`config.mk`:
```
export PLATFORM = sky130hd
export DESIGN_NAME = regfile_wb_arbiter_flat
export DESIGN_NICKNAME = d
export VERILOG_FILES = /design/src/rtl/regfile_wb_arbiter_if.sv /design/src/rtl/regfile_wb_arbiter.sv /design/src/flat_wrapper.sv
export SDC_FILE = /design/constraint.sdc
export NUM_CORES = 1
export LEC_CHECK = 0
export CAP_MARGIN = 20
export CELL_PAD_IN_SITES_DETAIL_PLACEMENT = 0
export CELL_PAD_IN_SITES_GLOBAL_PLACEMENT = 1
export CORE_MARGIN = 2
export CORE_UTILIZATION = 33
export CTS_BUF_LIST = sky130_fd_sc_hd__clkbuf_8
export CTS_CLUSTER_DIAMETER = 30
export DETAILED_ROUTE_END_ITERATION = 16
export PLACE_DENSITY = 0.9
export RECOVER_POWER = 25
export SETUP_SLACK_MARGIN = 0.5
export SKIP_LAST_GASP = 1
export SYNTH_ARGS = -nofsm -noshare
export SYNTH_HDL_FRONTEND = slang
export SYNTH_SLANG_ARGS = --single-unit
```
`constraint.sdc`:
```
create_clock -name clk -period 4.1 [get_ports clk]
set_input_delay 0.82 -clock clk [delete_from_list [all_inputs] [get_ports clk]]
set_output_delay 0.82 -clock clk [all_outputs]
set_load 0.01 [all_outputs]
```
`src/rtl/regfile_wb_arbiter_if.sv`:
```
// Writeback bus between two requesters (ALU, load unit) and the register-file write port.
// The arbiter takes the slave side; requesters and the regfile take the master side.
interface regfile_wb_arbiter_if;
    logic        a_valid;
    logic [4:0]  a_addr;
    logic [31:0] a_data;
    logic        a_ready;
    logic        b_valid;
    logic [4:0]  b_addr;
    logic [31:0] b_data;
    logic        b_ready;
    logic        we3;
    logic [4:0]  wa3;
    logic [31:0] wd3;
    logic        init_done;

    modport slave (
        input  a_valid, a_addr, a_data, b_valid, b_addr, b_data,
        output a_ready, b_ready, we3, wa3, wd3, init_done
    );

    modport master (
        output a_valid, a_addr, a_data, b_valid, b_addr, b_data,
        input  a_ready, b_ready, we3, wa3, wd3, init_done
    );
endinterface

```
`src/rtl/regfile_wb_arbiter.sv`:
```
// Two-requester writeback arbiter with alternating priority, preceded by a
// post-reset sweep that writes INIT_VALUE into x1..x31.
module regfile_wb_arbiter #(
    parameter logic [31:0] INIT_VALUE = 32'd0
) (
    input  logic                 clk,
    input  logic                 rst,
    regfile_wb_arbiter_if.slave  bus
);
    localparam logic [0:0] ST_INIT = 1'b0;
    localparam logic [0:0] ST_RUN  = 1'b1;
    localparam logic       PRIO_A  = 1'b0;

    logic [0:0]  state_reg, state_next;
    logic [4:0]  counter_reg, counter_next;
    logic        prio_reg, prio_next;
    logic        we3_reg, we3_next;
    logic [4:0]  wa3_reg, wa3_next;
    logic [31:0] wd3_reg, wd3_next;
    logic        init_done_reg, init_done_next;

    // Requester index 0 is A, index 1 is B; prio_reg holds the favoured index.
    logic [1:0]  valid, ready, hs;
    logic [4:0]  addr [2];
    logic [31:0] data [2];
    logic        sel;

    assign valid   = {bus.b_valid, bus.a_valid};
    assign addr[0] = bus.a_addr;
    assign addr[1] = bus.b_addr;
    assign data[0] = bus.a_data;
    assign data[1] = bus.b_data;

    // A requester is ready unless the other one is also asking and holds priority,
    // so the two readies can never both see a handshake in the same cycle.
    generate
        for (genvar gi = 0; gi < 2; gi++) begin : g_req
            assign ready[gi] = (state_reg == ST_RUN) &&
                               (!valid[1-gi] || (prio_reg == ((gi == 1) ? 1'b1 : 1'b0)));
            assign hs[gi]    = valid[gi] && ready[gi];
        end
    endgenerate

    assign sel = hs[1];

    always_comb begin
        state_next     = state_reg;
        counter_next   = counter_reg;
        prio_next      = prio_reg;
        we3_next       = we3_reg;
        wa3_next       = wa3_reg;
        wd3_next       = wd3_reg;
        init_done_next = init_done_reg;
        if (state_reg == ST_INIT) begin
            we3_next     = 1'b1;
            wa3_next     = counter_reg;
            wd3_next     = INIT_VALUE;
            counter_next = counter_reg + 5'd1;
            if (counter_reg == 5'd31) begin
                state_next     = ST_RUN;
                init_done_next = 1'b1;
            end
        end else begin
            we3_next = 1'b0;
            if (|hs) begin
                prio_next = ~prio_reg;
                // x0 writes are accepted but never reach the register file.
                if (addr[sel] != 5'd0) begin
                    we3_next = 1'b1;
                    wa3_next = addr[sel];
                    wd3_next = data[sel];
                end
            end
        end
    end

    always_ff @(posedge clk) begin
        if (rst) begin
            state_reg     <= ST_INIT;
            counter_reg   <= 5'd1;
            prio_reg      <= PRIO_A;
            we3_reg       <= 1'b0;
            wa3_reg       <= 5'd0;
            wd3_reg       <= 32'd0;
            init_done_reg <= 1'b0;
        end else begin
            state_reg     <= state_next;
            counter_reg   <= counter_next;
            prio_reg      <= prio_next;
            we3_reg       <= we3_next;
            wa3_reg       <= wa3_next;
            wd3_reg       <= wd3_next;
            init_done_reg <= init_done_next;
        end
    end

    assign bus.a_ready   = ready[0];
    assign bus.b_ready   = ready[1];
    assign bus.we3       = we3_reg;
    assign bus.wa3       = wa3_reg;
    assign bus.wd3       = wd3_reg;
    assign bus.init_done = init_done_reg;
endmodule
```
`src/flat_wrapper.sv`:
```
// flat-port wrapper written by rule: the top's interface ports become plain ports
module regfile_wb_arbiter_flat 
#(
    parameter logic [31:0] INIT_VALUE = 32'd0
)
  (clk, rst, bus_a_valid, bus_a_addr, bus_a_data, bus_b_valid, bus_b_addr, bus_b_data, bus_a_ready, bus_b_ready, bus_we3, bus_wa3, bus_wd3, bus_init_done);
  regfile_wb_arbiter_if bus_i ();
  input  logic clk;
  input  logic rst;
  input wire logic [$bits(bus_i.a_valid)-1:0] bus_a_valid;
  input wire logic [$bits(bus_i.a_addr)-1:0] bus_a_addr;
  input wire logic [$bits(bus_i.a_data)-1:0] bus_a_data;
  input wire logic [$bits(bus_i.b_valid)-1:0] bus_b_valid;
  input wire logic [$bits(bus_i.b_addr)-1:0] bus_b_addr;
  input wire logic [$bits(bus_i.b_data)-1:0] bus_b_data;
  output wire logic [$bits(bus_i.a_ready)-1:0] bus_a_ready;
  output wire logic [$bits(bus_i.b_ready)-1:0] bus_b_ready;
  output wire logic [$bits(bus_i.we3)-1:0] bus_we3;
  output wire logic [$bits(bus_i.wa3)-1:0] bus_wa3;
  output wire logic [$bits(bus_i.wd3)-1:0] bus_wd3;
  output wire logic [$bits(bus_i.init_done)-1:0] bus_init_done;
  assign bus_i.a_valid = bus_a_valid;
  assign bus_i.a_addr = bus_a_addr;
  assign bus_i.a_data = bus_a_data;
  assign bus_i.b_valid = bus_b_valid;
  assign bus_i.b_addr = bus_b_addr;
  assign bus_i.b_data = bus_b_data;
  assign bus_a_ready = bus_i.a_ready;
  assign bus_b_ready = bus_i.b_ready;
  assign bus_we3 = bus_i.we3;
  assign bus_wa3 = bus_i.wa3;
  assign bus_wd3 = bus_i.wd3;
  assign bus_init_done = bus_i.init_done;
  regfile_wb_arbiter #(.INIT_VALUE(INIT_VALUE)) u_core (.clk(clk), .rst(rst), .bus(bus_i));
endmodule
```
== Word-level counts from Yosys, hierarchy flattened ==
Index checks and enable logic that the tools add are counted.
Widths: inputs -> output; s select.

* Register bits: 46
* Input bits: 78
* Output and inout port bits: 41
* Word-level logic and storage cells: 44

* $add $sub $neg: 1
* Order comparisons: 1
* Eq/ne operators: 3
* Muxes and demuxes: 14
* Bitwise logic cells: 3
* Reductions and logical operators: 15

{| class="wikitable"
|+ Operators with widths
! cell !! count
|-
| $mux 32 || 3
|-
| $mux 5 || 6
|-
| $reduce_and 2->1 || 4
|-
| $add 5x1->5 const B || 1
|-
| $eq 5x5->1 const B || 1
|-
| $mux 1 || 5
|-
| $reduce_bool 5->1 || 1
|-
| $logic_and 1x1->1 || 4
|-
| $ne 2x2->1 const B || 2
|-
| $reduce_or 2->1 || 2
|-
| $ge 2x2->1 const B || 1
|-
| $logic_not 1->1 || 2
|-
| $logic_or 1x1->1 || 2
|-
| $not 1->1 || 2
|-
| $not 1->2 || 1
|}

== Depth between registers and ports, before layout ==
Gate-level depths: netlist (run 1).

* Depth after elaboration: 12
* Depth in mapped cells: 7
* Depth with buffers taken out: 5

== Worst setup path before layout (run 1) ==
No wires, ideal clock.

* Kind: input to output
* Start: input bus_a_valid
* End: output bus_b_ready
* Data arrival time: 1.439 ns
* Required time: 3.280 ns
* Setup slack: 1.841 ns
* Stages: 4
* Path buffers: 2
* Cells stage by stage: nor2b_2 > buf_2 > buf_4 > nor2_1

* Word-level cells in the longest chain between the ends: 3

{| class="wikitable"
|+ RTL lines
! item !! RTL line !! text
|-
| from (decl) || flat_wrapper.sv:10 || <nowiki>input wire logic [$bits(bus_i.a_valid)-1:0] bus_a_valid;</nowiki>
|-
| $logic_not 1->1 || regfile_wb_arbiter.sv:39 || <nowiki>(!valid[1-gi] || (prio_reg == ((gi == 1) ? 1'b1 : 1'b0)));</nowiki>
|-
| $logic_or 1x1->1 || regfile_wb_arbiter.sv:39 ||
|-
| $logic_and 1x1->1 || regfile_wb_arbiter.sv:38 || <nowiki>assign ready[gi] = (state_reg == ST_RUN) &&</nowiki>
|-
| to (decl) || flat_wrapper.sv:17 || <nowiki>output wire logic [$bits(bus_i.b_ready)-1:0] bus_b_ready;</nowiki>
|}

No other way between the ends.

== Worst setup path after layout (run 1) ==
* Start: input rst
* End: register u_core.wd3_reg[12] (netlist: u_core.bus.wd3[12])

* Word-level cells in the longest chain between the ends: 1

{| class="wikitable"
|+ RTL lines
! item !! RTL line !! text
|-
| from (decl) || flat_wrapper.sv:9 || <nowiki>input logic rst;</nowiki>
|-
| $reduce_or 2->1 (no source line) || -- ||
|-
| to (signal assigned) || regfile_wb_arbiter.sv:92 || <nowiki>wd3_reg <= wd3_next;</nowiki>
|-
| to (decl) || regfile_wb_arbiter.sv:19 || <nowiki>logic [31:0] wd3_reg, wd3_next;</nowiki>
|}

No other way between the ends.
A chain may end at the register's enable or synchronous reset.

==> results.ini, run 1 <==
[cts]
clock-root-buffer = sky130_fd_sc_hd__clkbuf_8
clock_tree.buffer_depth = 2
cts_resized = 0
tritoncts = done
cts.sinks = 46
clock_latency_on_the_worst_skew_pair_ps = 280
cts_hold_repair.buffers = 0
htree_num_levels = 2
path_clk_slew_ps = 70
tritoncts.num_buffers = 5
postCtsSetupRepairBufs = 0

[logic_synthesis]
syn-instance-count = 310
count_of_warnings_emitted_by_yosys = 0
syn_area_sq_mm = 0.00259
synth_enable_flop_cells = 0
dominantRegCellSynth = sky130_fd_sc_hd__dfxtp_1
async_flop_share_pct = 0
syn_nets = 390
ys_ff_latch = 46
synth_sequential_area_ratio_pct = 35.5
syn-mean-instance-area_sq_um = 8.36
netlist-cell-type-count = 36

[layout]
final_cell_mix = sky130_fd_sc_hd__clkdlybuf4s50_1, sky130_fd_sc_hd__dfxtp_1, sky130_fd_sc_hd__nand2_1
filler_cell_count = 755
max_ffs_per_register = 32
areaGrowthSynthToFinish_pct = 50.1
final_design_area_no_fill_sq_mm = 0.00389
diodes = 0
num-nets-final = 490
layout.cells.most_common = sky130_fd_sc_hd__clkdlybuf4s50_1
drive_gt1_share_pct = 6.11

[hold_path]
hold-path-endpoint = u_core.bus.wd3[29]
hold_class = flip-flop to flip-flop
min_path_cells = 2
min_from = u_core.bus.wd3[29]

[floorplan]
initial_core_util_pct = 33.9
design.die.area_sq_mm = 0.00858
chipHeight_microns = 92.6
num_io_pins = 119
fp-row-count = 32
chipWidth_microns = 92.6
design.core.area_sq_mm = 0.00765

[global_routing]
first_global_vias = 2607
gr-usage-all-layers_pct = 17.9
first_pass_grt_wire_length_microns = 12600
grt_max_degree = 53
antenna_found_initial = 0
globalRoute.totalOverflow = 0

[placed_design]
place_congestion = 0.809
hpwl_microns = 5570
port_buffers = 118
placed_area_sq_mm = 0.00381

[routing]
route.final.wire_length_microns = 7770
drc = 0
drt.antenna.violating_nets = 0
detail_route.vias_per_cell = 5.26
first_pass_iteration_count_of_the_detailed_router = 4
num_vias = 2690
route.detailed.wl_per_inst_microns = 15.2
drtIter0Drc = 141

[power_and_ir_drop]
p_total_mw = 0.853
vdd_drop_max_v = 0.000131
power_frac_seq_pct = 53.9
comb_power_share_pct = 15.3
sw_frac_of_total_pct = 21.8
total_switching_power_mw = 0.186
clock_power_share_pct = 30.8
leakagePower_nw = 1.46
power.internal_mw = 0.667
power_density_mw_per_mm2 = 219

[critical_path]
setup_slack_of_the_worst_register_to_register_path_ps = 2170
critPathKind = primary input to flip-flop
r2r-start = u_core.prio_reg
worst_ep_arrival_time_ps = 3370
endpoint_kind = flip-flop
cp.required_ps = 4270
timing.reg2reg.worst_path_depth = 6
critical_path.max_fanout = 52
worst_setup_path_start_kind = primary input
worstReg2RegEnd = u_core.bus.wd3[12]

[timing]
final_max_slew_viol_count = 53
setup-violations-final = 0
number_of_hold_slack_violations_in_the_final_timing_report = 0
worstMarginPinSlew_ps = 2310
maximum_frequency_from_static_timing_analysis_ghz = 0.313
fin_worst_skew_ps = 6.13
slew_headroom_pct = -53.8
grt_setup_unrepaired = false
period_share_pct = 78.0
setup-tns-final_ps = 0
final.min_clock_period_ps = 3200

[status]
violations = max-capacitance violations, max-slew violations
outcome = finished, violations left

[flow_run]
max_cap_violations = 1

[worst max-delay path, stage by stage]
cell and delay, ps:
sky130_fd_sc_hd__clkbuf_1 1600, sky130_fd_sc_hd__nor2_2 460, sky130_fd_sc_hd__buf_8 340, sky130_fd_sc_hd__nand2_1 70, sky130_fd_sc_hd__mux2i_1 70
[area by class of cell]
type / count / area, sq um / share of cell area, %
Clock buffer: 6 / 82.6 / 2.12
Inverter: 1 / 3.75 / 0.0965
Multi-Input combinational cell: 229 / 1490 / 38.4
Sequential cell: 46 / 921 / 23.7
Tap cell: 102 / 128 / 3.28
Timing Repair Buffer: 127 / 1260 / 32.5
[logic make-up after synthesis]
family,Yosys count,share of synthesized area (%)
AOI/OAI and AO/OA,86,24.1
xor gates and xnor gates,4,1.35
adders and majority gates,2,0.966
buffers and inverters,35,7.00
DFF,46,35.5
muxes,34,13.1
and+or+nand+nor,103,17.9
[power by group through the flow]
stage / registers [mW] / logic, mW / clock network [mW]
3_5_place_dp: 0.470 / 0.132 / 0
3_3_place_gp: 0.470 / 0.130 / 0
5_1_grt: 0.461 / 0.141 / 0.291
2_1_floorplan: 0.470 / 0.0404 / 0
6_report: 0.460 / 0.131 / 0.263
4_1_cts: 0.459 / 0.132 / 0.276
[worst max-delay path by stage]
stage / to / start / depth (start not counted)
after floorplan: bus_b_ready / bus_a_valid / 4
after global placement: bus_b_ready / bus_a_valid / 4
after detailed placement: bus_b_ready / bus_a_valid / 4
after CTS: bus_b_ready / bus_a_valid / 4
after global routing: u_core.bus.wd3[0] / rst / 5
final: u_core.bus.wd3[12] / rst / 5
[Yosys cell counts, types with 3 or more instances]
| cell type | count | area share [%] |
|---|---|---|
| sky130_fd_sc_hd__a211o_1 | 32 | 11 |
| sky130_fd_sc_hd__a21oi_1 | 3 | 0.58 |
| sky130_fd_sc_hd__a31o_2 | 4 | 1.4 |
| sky130_fd_sc_hd__buf_2 | 16 | 3.1 |
| sky130_fd_sc_hd__buf_6 | 3 | 1.3 |
| sky130_fd_sc_hd__clkbuf_1 | 12 | 1.7 |
| sky130_fd_sc_hd__dfxtp_1 | 46 | 36 |
| sky130_fd_sc_hd__mux2i_1 | 34 | 13 |
| sky130_fd_sc_hd__nand2_1 | 43 | 6.2 |
| sky130_fd_sc_hd__nand3_1 | 36 | 7.0 |
| sky130_fd_sc_hd__nor2_1 | 12 | 1.7 |
| sky130_fd_sc_hd__o2111ai_1 | 4 | 1.4 |
| sky130_fd_sc_hd__o21ai_0 | 33 | 6.4 |
| sky130_fd_sc_hd__o31ai_1 | 4 | 1.2 |
| sky130_fd_sc_hd__xor2_1 | 3 | 1.0 |
[through the flow]
stage | worst slack [ps] | hold WS, ps | cells | utilization [%]
floorplan | 1840 | 479 | 310 | -
global placement | 1160 | 444 | 504 | 49.6
detailed placement | 1110 | 449 | 505 | 49.8
CTS | 1110 | 464 | 511 | 50.9
global route | 615 | 475 | 511 | 50.9
finish | 902 | 454 | 511 | 50.9
[routing by layer]
metal | global-route usage (%) | vias to the layer above | routed length (microns)
met5 | 0 | - | 0
met1 | 24.3 | 1283 | 3610
li1 | - | 1320 | -
met4 | 4.41 | 0 | 82
met3 | 3.34 | 6 | 400
met2 | 29.6 | 81 | 3670
(Power assumes the default switching activity.)
==> run 2, diff against run 1 <==
--- a/config.mk
+++ b/config.mk
@@ -9,11 +9,11 @@
 export CELL_PAD_IN_SITES_DETAIL_PLACEMENT = 0
 export CELL_PAD_IN_SITES_GLOBAL_PLACEMENT = 1
 export CORE_MARGIN = 2
-export CORE_UTILIZATION = 33
+export CORE_UTILIZATION = 30
 export CTS_BUF_LIST = sky130_fd_sc_hd__clkbuf_8
 export CTS_CLUSTER_DIAMETER = 30
 export DETAILED_ROUTE_END_ITERATION = 16
-export PLACE_DENSITY = 0.9
+export PLACE_DENSITY = 0.83
 export RECOVER_POWER = 25
 export SETUP_SLACK_MARGIN = 0.5
 export SKIP_LAST_GASP = 1
==> constraint.sdc (replaced) <==
create_clock -name clk -period 3.3 [get_ports clk]
set_input_delay 0.66 -clock clk [delete_from_list [all_inputs] [get_ports clk]]
set_output_delay 0.66 -clock clk [all_outputs]
set_load 0.01 [all_outputs]
==> run 2 against run 1 <==
The flow still finishes with violations (max-capacitance violations, max-slew violations); clock skew about the same; final cell count grew 2.0%; sequential cell count unchanged; largest cell class unchanged; first-iteration DRC count increased by 37%; power rose by 27%; sequential power grew 24%; via count is 1.9% lower.
==> results.ini, run 2 (synthesized netlist as in run 1, its figures left out) <==
[timing]
fin_worst_skew_ps = 5.91  ; was 6.13 ps
setup-violations-final = 0  ; unchanged
worstMarginPinSlew_ps = 2270  ; was 2310 ps
maximum_frequency_from_static_timing_analysis_ghz = 0.365
final_max_slew_viol_count = 52  ; was 53
period_share_pct = 83.0
setup_ws_ps = 563  ; was 902 ps
final.min_clock_period_ps = 2740
slew_headroom_pct = -51.0  ; was -53.8%
grt_setup_unrepaired = false  ; unchanged
number_of_hold_slack_violations_in_the_final_timing_report = 0  ; unchanged
setup-tns-final_ps = 0  ; unchanged
hold_slack_ps = 458  ; was 454 ps

[floorplan]
design.die.area_sq_mm = 0.00940  ; was 0.00858 sq mm
chipHeight_microns = 96.9  ; was 92.6 microns
chipWidth_microns = 96.9  ; was 92.6 microns
design.core.area_sq_mm = 0.00830  ; was 0.00765 sq mm
fp-row-count = 33  ; was 32
num_io_pins = 119  ; unchanged
initial_core_util_pct = 31.2  ; was 33.9%

[cts]
cts_hold_repair.buffers = 0  ; unchanged
cts.sinks = 46  ; unchanged
postCtsSetupRepairBufs = 0  ; unchanged
tritoncts = done  ; unchanged
htree_num_levels = 2  ; unchanged
clock-root-buffer = sky130_fd_sc_hd__clkbuf_8  ; unchanged
tritoncts.num_buffers = 5  ; unchanged
cts_resized = 0  ; unchanged
path_clk_slew_ps = 80  ; was 70 ps
clock_tree.buffer_depth = 2  ; unchanged
clock_latency_on_the_worst_skew_pair_ps = 290  ; was 280 ps

[routing]
route.detailed.wl_per_inst_microns = 15.2  ; about the same
drc = 0  ; unchanged
drtIter0Drc = 193  ; was 141
drt.antenna.violating_nets = 0  ; unchanged
num_vias = 2638  ; was 2690
first_pass_iteration_count_of_the_detailed_router = 4  ; unchanged
route.final.wire_length_microns = 7910  ; was 7770 microns
detail_route.vias_per_cell = 5.06  ; was 5.26

[critical_path]
timing.critical_path.buf_inv = 2  ; unchanged
critical_path_cell_count = 4  ; was 5
worst_ep_arrival_time_ps = 2830  ; was 3370 ps
timing.reg2reg.worst_path_depth = 7  ; was 6
crit_path_top_delay_cell = sky130_fd_sc_hd__clkbuf_1  ; unchanged
setup_slack_of_the_worst_register_to_register_path_ps = 1340  ; was 2170 ps
r2r-start = u_core.state_reg  ; was u_core.prio_reg
critical_path.top_delay_family = buffers and inverters  ; unchanged
critical_path.max_fanout = 51  ; was 52
crit_chain = clkbuf_1 -> clkbuf_1 -> a31o_2 -> o31ai_1  ; was clkbuf_1 -> nor2_2 -> buf_8 -> nand2_1 -> mux2i_1
library_cell_appearing_most_often_on_the_critical_path = sky130_fd_sc_hd__clkbuf_1
endpoint_kind = flip-flop  ; unchanged
worstReg2RegEnd = u_core.bus.wd3[12]  ; unchanged
worst_setup_path_start_kind = primary input  ; unchanged
crit_path_max_incr_delay_ps = 1630  ; was 1600 ps
cp.required_ps = 3400  ; was 4270 ps
critPathKind = primary input to flip-flop  ; unchanged

[placed_design]
post-place-cells = 513  ; was 505
place_congestion = 0.841  ; was 0.809
dp_slack_ps = 583  ; was 1110 ps
placed_area_sq_mm = 0.00383  ; was 0.00381 sq mm
hpwl_microns = 5650  ; was 5570 microns
port_buffers = 118  ; unchanged

[power_and_ir_drop]
p_total_mw = 1.08  ; was 0.853 mW
leakagePower_nw = 1.48  ; was 1.46 nW
vdd_drop_max_v = 0.000153  ; was 0.000131 V
power_density_mw_per_mm2 = 277  ; was 219 mW/mm^2

[layout]
layout.core_utilization_pct = 47.2  ; was 50.9%
layout.cells.non_filler = 521  ; was 511
areaGrowthSynthToFinish_pct = 51.1  ; was 50.1%
drive_gt1_share_pct = 7.21  ; was 6.11%
layout.cells.most_common = sky130_fd_sc_hd__clkdlybuf4s50_1  ; unchanged
final_cell_mix = sky130_fd_sc_hd__clkdlybuf4s50_1, sky130_fd_sc_hd__dfxtp_1, sky130_fd_sc_hd__nand2_1  ; unchanged
num-nets-final = 495  ; was 490
final_design_area_no_fill_sq_mm = 0.00392  ; was 0.00389 sq mm
max_ffs_per_register = 32  ; unchanged
diodes = 0  ; unchanged

[hold_path]
hold_class = flip-flop to flip-flop  ; unchanged
min_path_cells = 2  ; unchanged
hold-path-endpoint = u_core.bus.wd3[11]  ; was u_core.bus.wd3[29]
min_from = u_core.bus.wd3[11]  ; was u_core.bus.wd3[29]

[status]
outcome = finished, violations left  ; unchanged
violations = max-capacitance violations, max-slew violations  ; unchanged

[global_routing]
first_global_vias = 2677  ; was 2607
first_pass_grt_wire_length_microns = 12900  ; was 12600 microns
globalRoute.totalOverflow = 0  ; unchanged
grt_max_degree = 52  ; was 53
antenna_found_initial = 0  ; unchanged
gr-usage-all-layers_pct = 16.6  ; was 17.9%

[flow_run]
max_cap_violations = 1  ; unchanged

[run 2: layer usage]
layer	vias to the layer above	global-route usage (%)	wire, microns
met4	0	5.53	0
met2	86	28.7	3880
met3	0	2.89	432
li1	1329	-	-
met5	-	0	0
met1	1223	20.7	3590
[run 2: tightest hold or removal path, delay by kind of cell (launching register included)]
kind / cells / cell delay [ps]
mux: 1 / 50
flops: 1 / 310
simple gates: 1 / 50
[run 2: power breakdown]
part	switching, mW	internal [mW]	leakage [nW]
clock	0.185	0.166	0.0524
sequential	0.00766	0.563	0.372
combinational	0.0579	0.105	1.05
[run 2: final cells by class]
type | instances | area (sq um)
inverter | 1 | 3.75
multi-input combinational | 229 | 1490
fill | 816 | 4380
clock buffer | 6 | 82.6
timing repair buffer | 132 | 1280
clock inverter | 2 | 8.76
tap | 105 | 131
sequential | 46 | 921
[run 2: how the worst max path moves through the flow]
| stage | slack [ps] | start | endpoint |
|---|---|---|---|
| floorplan | 1360 | bus_a_valid | bus_b_ready |
| global placement | 640 | bus_a_valid | u_core.bus.wd3[4] |
| detailed placement | 580 | bus_a_valid | u_core.bus.wd3[12] |
| CTS | 650 | bus_a_valid | bus_b_ready |
| global route | 440 | rst | u_core.bus.wa3[2] |
| finish | 560 | rst | u_core.bus.wa3[4] |
==> run 3, diff against run 2 <==
--- a/config.mk
+++ b/config.mk
@@ -9,11 +9,11 @@
 export CELL_PAD_IN_SITES_DETAIL_PLACEMENT = 0
 export CELL_PAD_IN_SITES_GLOBAL_PLACEMENT = 1
 export CORE_MARGIN = 2
-export CORE_UTILIZATION = 30
+export CORE_UTILIZATION = 27
 export CTS_BUF_LIST = sky130_fd_sc_hd__clkbuf_8
 export CTS_CLUSTER_DIAMETER = 30
 export DETAILED_ROUTE_END_ITERATION = 16
-export PLACE_DENSITY = 0.83
+export PLACE_DENSITY = 0.79
 export RECOVER_POWER = 25
 export SETUP_SLACK_MARGIN = 0.5
 export SKIP_LAST_GASP = 1
==> constraint.sdc (replaced) <==
create_clock -name clk -period 2.3 [get_ports clk]
set_input_delay 0.46 -clock clk [delete_from_list [all_inputs] [get_ports clk]]
set_output_delay 0.46 -clock clk [all_outputs]
set_load 0.01 [all_outputs]
==> run 3 against run 2 <==
The flow now finishes without violations; count of clock-buffer cells in the layout unchanged; clock power up 41%; final cell count up 6.1%; non-clock buffer count up 8; critical path type unchanged.
==> results.ini, run 3 (synthesized netlist as in run 1, its figures left out) <==
[layout]
final-seq-area_sq_um = 921  ; unchanged
layout.cells.non_filler = 553  ; was 521
multiInputGateArea_sq_mm = 0.00153  ; was 0.00149 sq mm
drive_gt1_share_pct = 11.1  ; was 7.21%
final_cell_mix = sky130_fd_sc_hd__clkdlybuf4s50_1, sky130_fd_sc_hd__dfxtp_1, sky130_fd_sc_hd__nand2_1  ; unchanged
diodes = 0  ; unchanged
max_ffs_per_register = 32  ; unchanged
num-nets-final = 503  ; was 495
filler_cell_count = 964  ; was 816
layout.cells.most_common = sky130_fd_sc_hd__clkdlybuf4s50_1  ; unchanged
areaGrowthSynthToFinish_pct = 58.8  ; was 51.1%

[cts]
tritoncts.num_buffers = 5  ; unchanged
clock_tree.buffer_depth = 2  ; unchanged
cts.sinks = 46  ; unchanged
path_clk_slew_ps = 80  ; about the same
clock_latency_on_the_worst_skew_pair_ps = 290  ; about the same
cts_hold_repair.buffers = 0  ; unchanged
tritoncts = done  ; unchanged
clock-root-buffer = sky130_fd_sc_hd__clkbuf_8  ; unchanged
htree_num_levels = 2  ; unchanged

[timing]
setup-violations-final = 0  ; unchanged
setup-tns-final_ps = 0  ; unchanged
number_of_hold_slack_violations_in_the_final_timing_report = 0  ; unchanged
period_share_pct = 77.9
grt_setup_unrepaired = false  ; unchanged
maximum_frequency_from_static_timing_analysis_ghz = 0.558
slew_headroom_pct = 20.6  ; was -51.0%
worstMarginPinSlew_ps = 1190  ; was 2270 ps
fin_worst_skew_ps = 3.72  ; was 5.91 ps
final.min_clock_period_ps = 1790
final_max_slew_viol_count = 0  ; was 52
hold_slack_ps = 459  ; was 458 ps
setup_ws_ps = 508  ; was 563 ps

[critical_path]
worstReg2RegEnd = u_core.bus.wa3[2]  ; was u_core.bus.wd3[12]
critPathKind = primary input to flip-flop  ; unchanged
critical_path.max_fanout = 23  ; was 51
crit_path_max_incr_delay_ps = 850  ; was 1630 ps
crit_chain = clkbuf_1 -> buf_4 -> a211o_1 -> mux2i_1  ; was clkbuf_1 -> clkbuf_1 -> a31o_2 -> o31ai_1
endpoint_kind = flip-flop  ; unchanged
critical_path.top_delay_family = buffers and inverters  ; unchanged
crit_path_start = rst  ; unchanged
setup_slack_of_the_worst_register_to_register_path_ps = 640  ; was 1340 ps
critical_path_cell_count = 4  ; unchanged
worst_ep_arrival_time_ps = 1980  ; was 2830 ps
timing.critical_path.buf_inv = 2  ; unchanged
worst_setup_path_start_kind = primary input  ; unchanged
cp.required_ps = 2490  ; was 3400 ps
r2r-start = u_core.state_reg  ; unchanged
crit_path_top_delay_cell = sky130_fd_sc_hd__clkbuf_1  ; unchanged
timing.reg2reg.worst_path_depth = 5  ; was 7

[global_routing]
gr-usage-all-layers_pct = 16.6  ; about the same
first_pass_grt_wire_length_microns = 13700  ; was 12900 microns
antenna_found_initial = 0  ; unchanged
grt_max_degree = 25  ; was 52
globalRoute.totalOverflow = 0  ; unchanged
first_global_vias = 2742  ; was 2677

[placed_design]
dp_slack_ps = -18.2  ; was 583 ps
hpwl_microns = 6250  ; was 5650 microns
post-place-cells = 541  ; was 513
place_congestion = 0.826  ; was 0.841
port_buffers = 118  ; unchanged

[floorplan]
fp-row-count = 35  ; was 33
design.die.area_sq_mm = 0.0104  ; was 0.00940 sq mm
initial_core_util_pct = 27.9  ; was 31.2%
chipHeight_microns = 102  ; was 96.9 microns
chipWidth_microns = 102  ; was 96.9 microns
design.core.area_sq_mm = 0.00928  ; was 0.00830 sq mm
num_io_pins = 119  ; unchanged

[routing]
route.detailed.wl_per_inst_microns = 15.9  ; was 15.2 microns
first_pass_iteration_count_of_the_detailed_router = 4  ; unchanged
detail_route.vias_per_cell = 4.96  ; was 5.06
route.final.wire_length_microns = 8810  ; was 7910 microns
drtIter0Drc = 112  ; was 193
route.met2.wl_microns = 4350  ; was 3880 microns
route.top_layer_used = met4  ; was met3
num_vias = 2744  ; was 2638
dr_wl_met3_microns = 435  ; was 432 microns
met1Wirelength_microns = 3970  ; was 3590 microns
drc = 0  ; unchanged
drt.antenna.violating_nets = 0  ; unchanged

[hold_path]
min_path_cells = 2  ; unchanged
min_from = u_core.bus.wd3[19]  ; was u_core.bus.wd3[11]
hold_class = flip-flop to flip-flop  ; unchanged
hold-path-endpoint = u_core.bus.wd3[19]  ; was u_core.bus.wd3[11]

[power_and_ir_drop]
power_density_mw_per_mm2 = 378  ; was 277 mW/mm^2
vdd_drop_max_v = 0.000178  ; was 0.000153 V
leakagePower_nw = 1.59  ; was 1.48 nW

[status]
outcome = finished clean  ; was finished, violations left

[flow_run]
max_cap_violations = 0  ; was 1

## run 3: cell count changes in the layout (fill, tap and decap cells not counted), sizes merged
| cell | before | now |
|---|---|---|
| dlygate4sd3 | 13 | 9 |
| dlygate4sd2 | 0 | 2 |
| buf | 13 | 19 |
| clkdlybuf4s15 | 0 | 2 |
| dlymetal6s2s | 0 | 5 |
| clkdlybuf4s50 | 104 | 99 |
| clkbuf | 8 | 10 |
## run 3: tightest hold or removal path: cells and delay by family, from the launching register on
family / cells / cell delay, ps
DFF: 1 / 310
muxes: 1 / 50
and+or+nand+nor: 1 / 50
## run 3: how the worst max path moves through the flow
stage,end
finish,u_core.bus.wd3[29]
global route,u_core.bus.wd3[6]
CTS,u_core.bus.wd3[21]
detailed placement,bus_b_ready
global placement,bus_b_ready
floorplan,bus_b_ready
## run 3: cell type report
class | count | area share [%]
clock buffer | 6 | 2.01
sequential | 46 | 22.4
inverter | 1 | 0.0912
multi-input combinational | 229 | 37.1
tap | 129 | 3.92
clock inverter | 2 | 0.213
timing repair buffer | 140 | 34.3
## run 3: metal layers
metal | GRT usage, % | up-vias
met3 | 3.21 | 4
met2 | 28.6 | 77
met5 | 0 | -
met1 | 21.4 | 1315
met4 | 4.10 | 0
li1 | - | 1348
## run 3: where the power goes
part	total [mW]	internal [mW]	switching, mW
clock network	0.495	0.238	0.257
registers	0.819	0.808	0.0102
logic	0.243	0.153	0.0901
total	1.56	1.20	0.357
## run 3: repair_timing
action	4_1_cts	5_1_grt
gates resized for setup	12	15
setup buffers	1	0
endpoints found under the setup margin	30	35
gates cloned	0	3
pin swaps	1	5
## run 3: per-stage QoR
stage	cell area, sq um	util (%)	power, mW
after floorplan	2590	-	0.910
after global routing	4110	44.3	1.63
after CTS	4020	43.3	1.59
after detailed placement	3900	42.0	1.08
after global placement	3900	42.0	1.08
final	4110	44.3	1.56
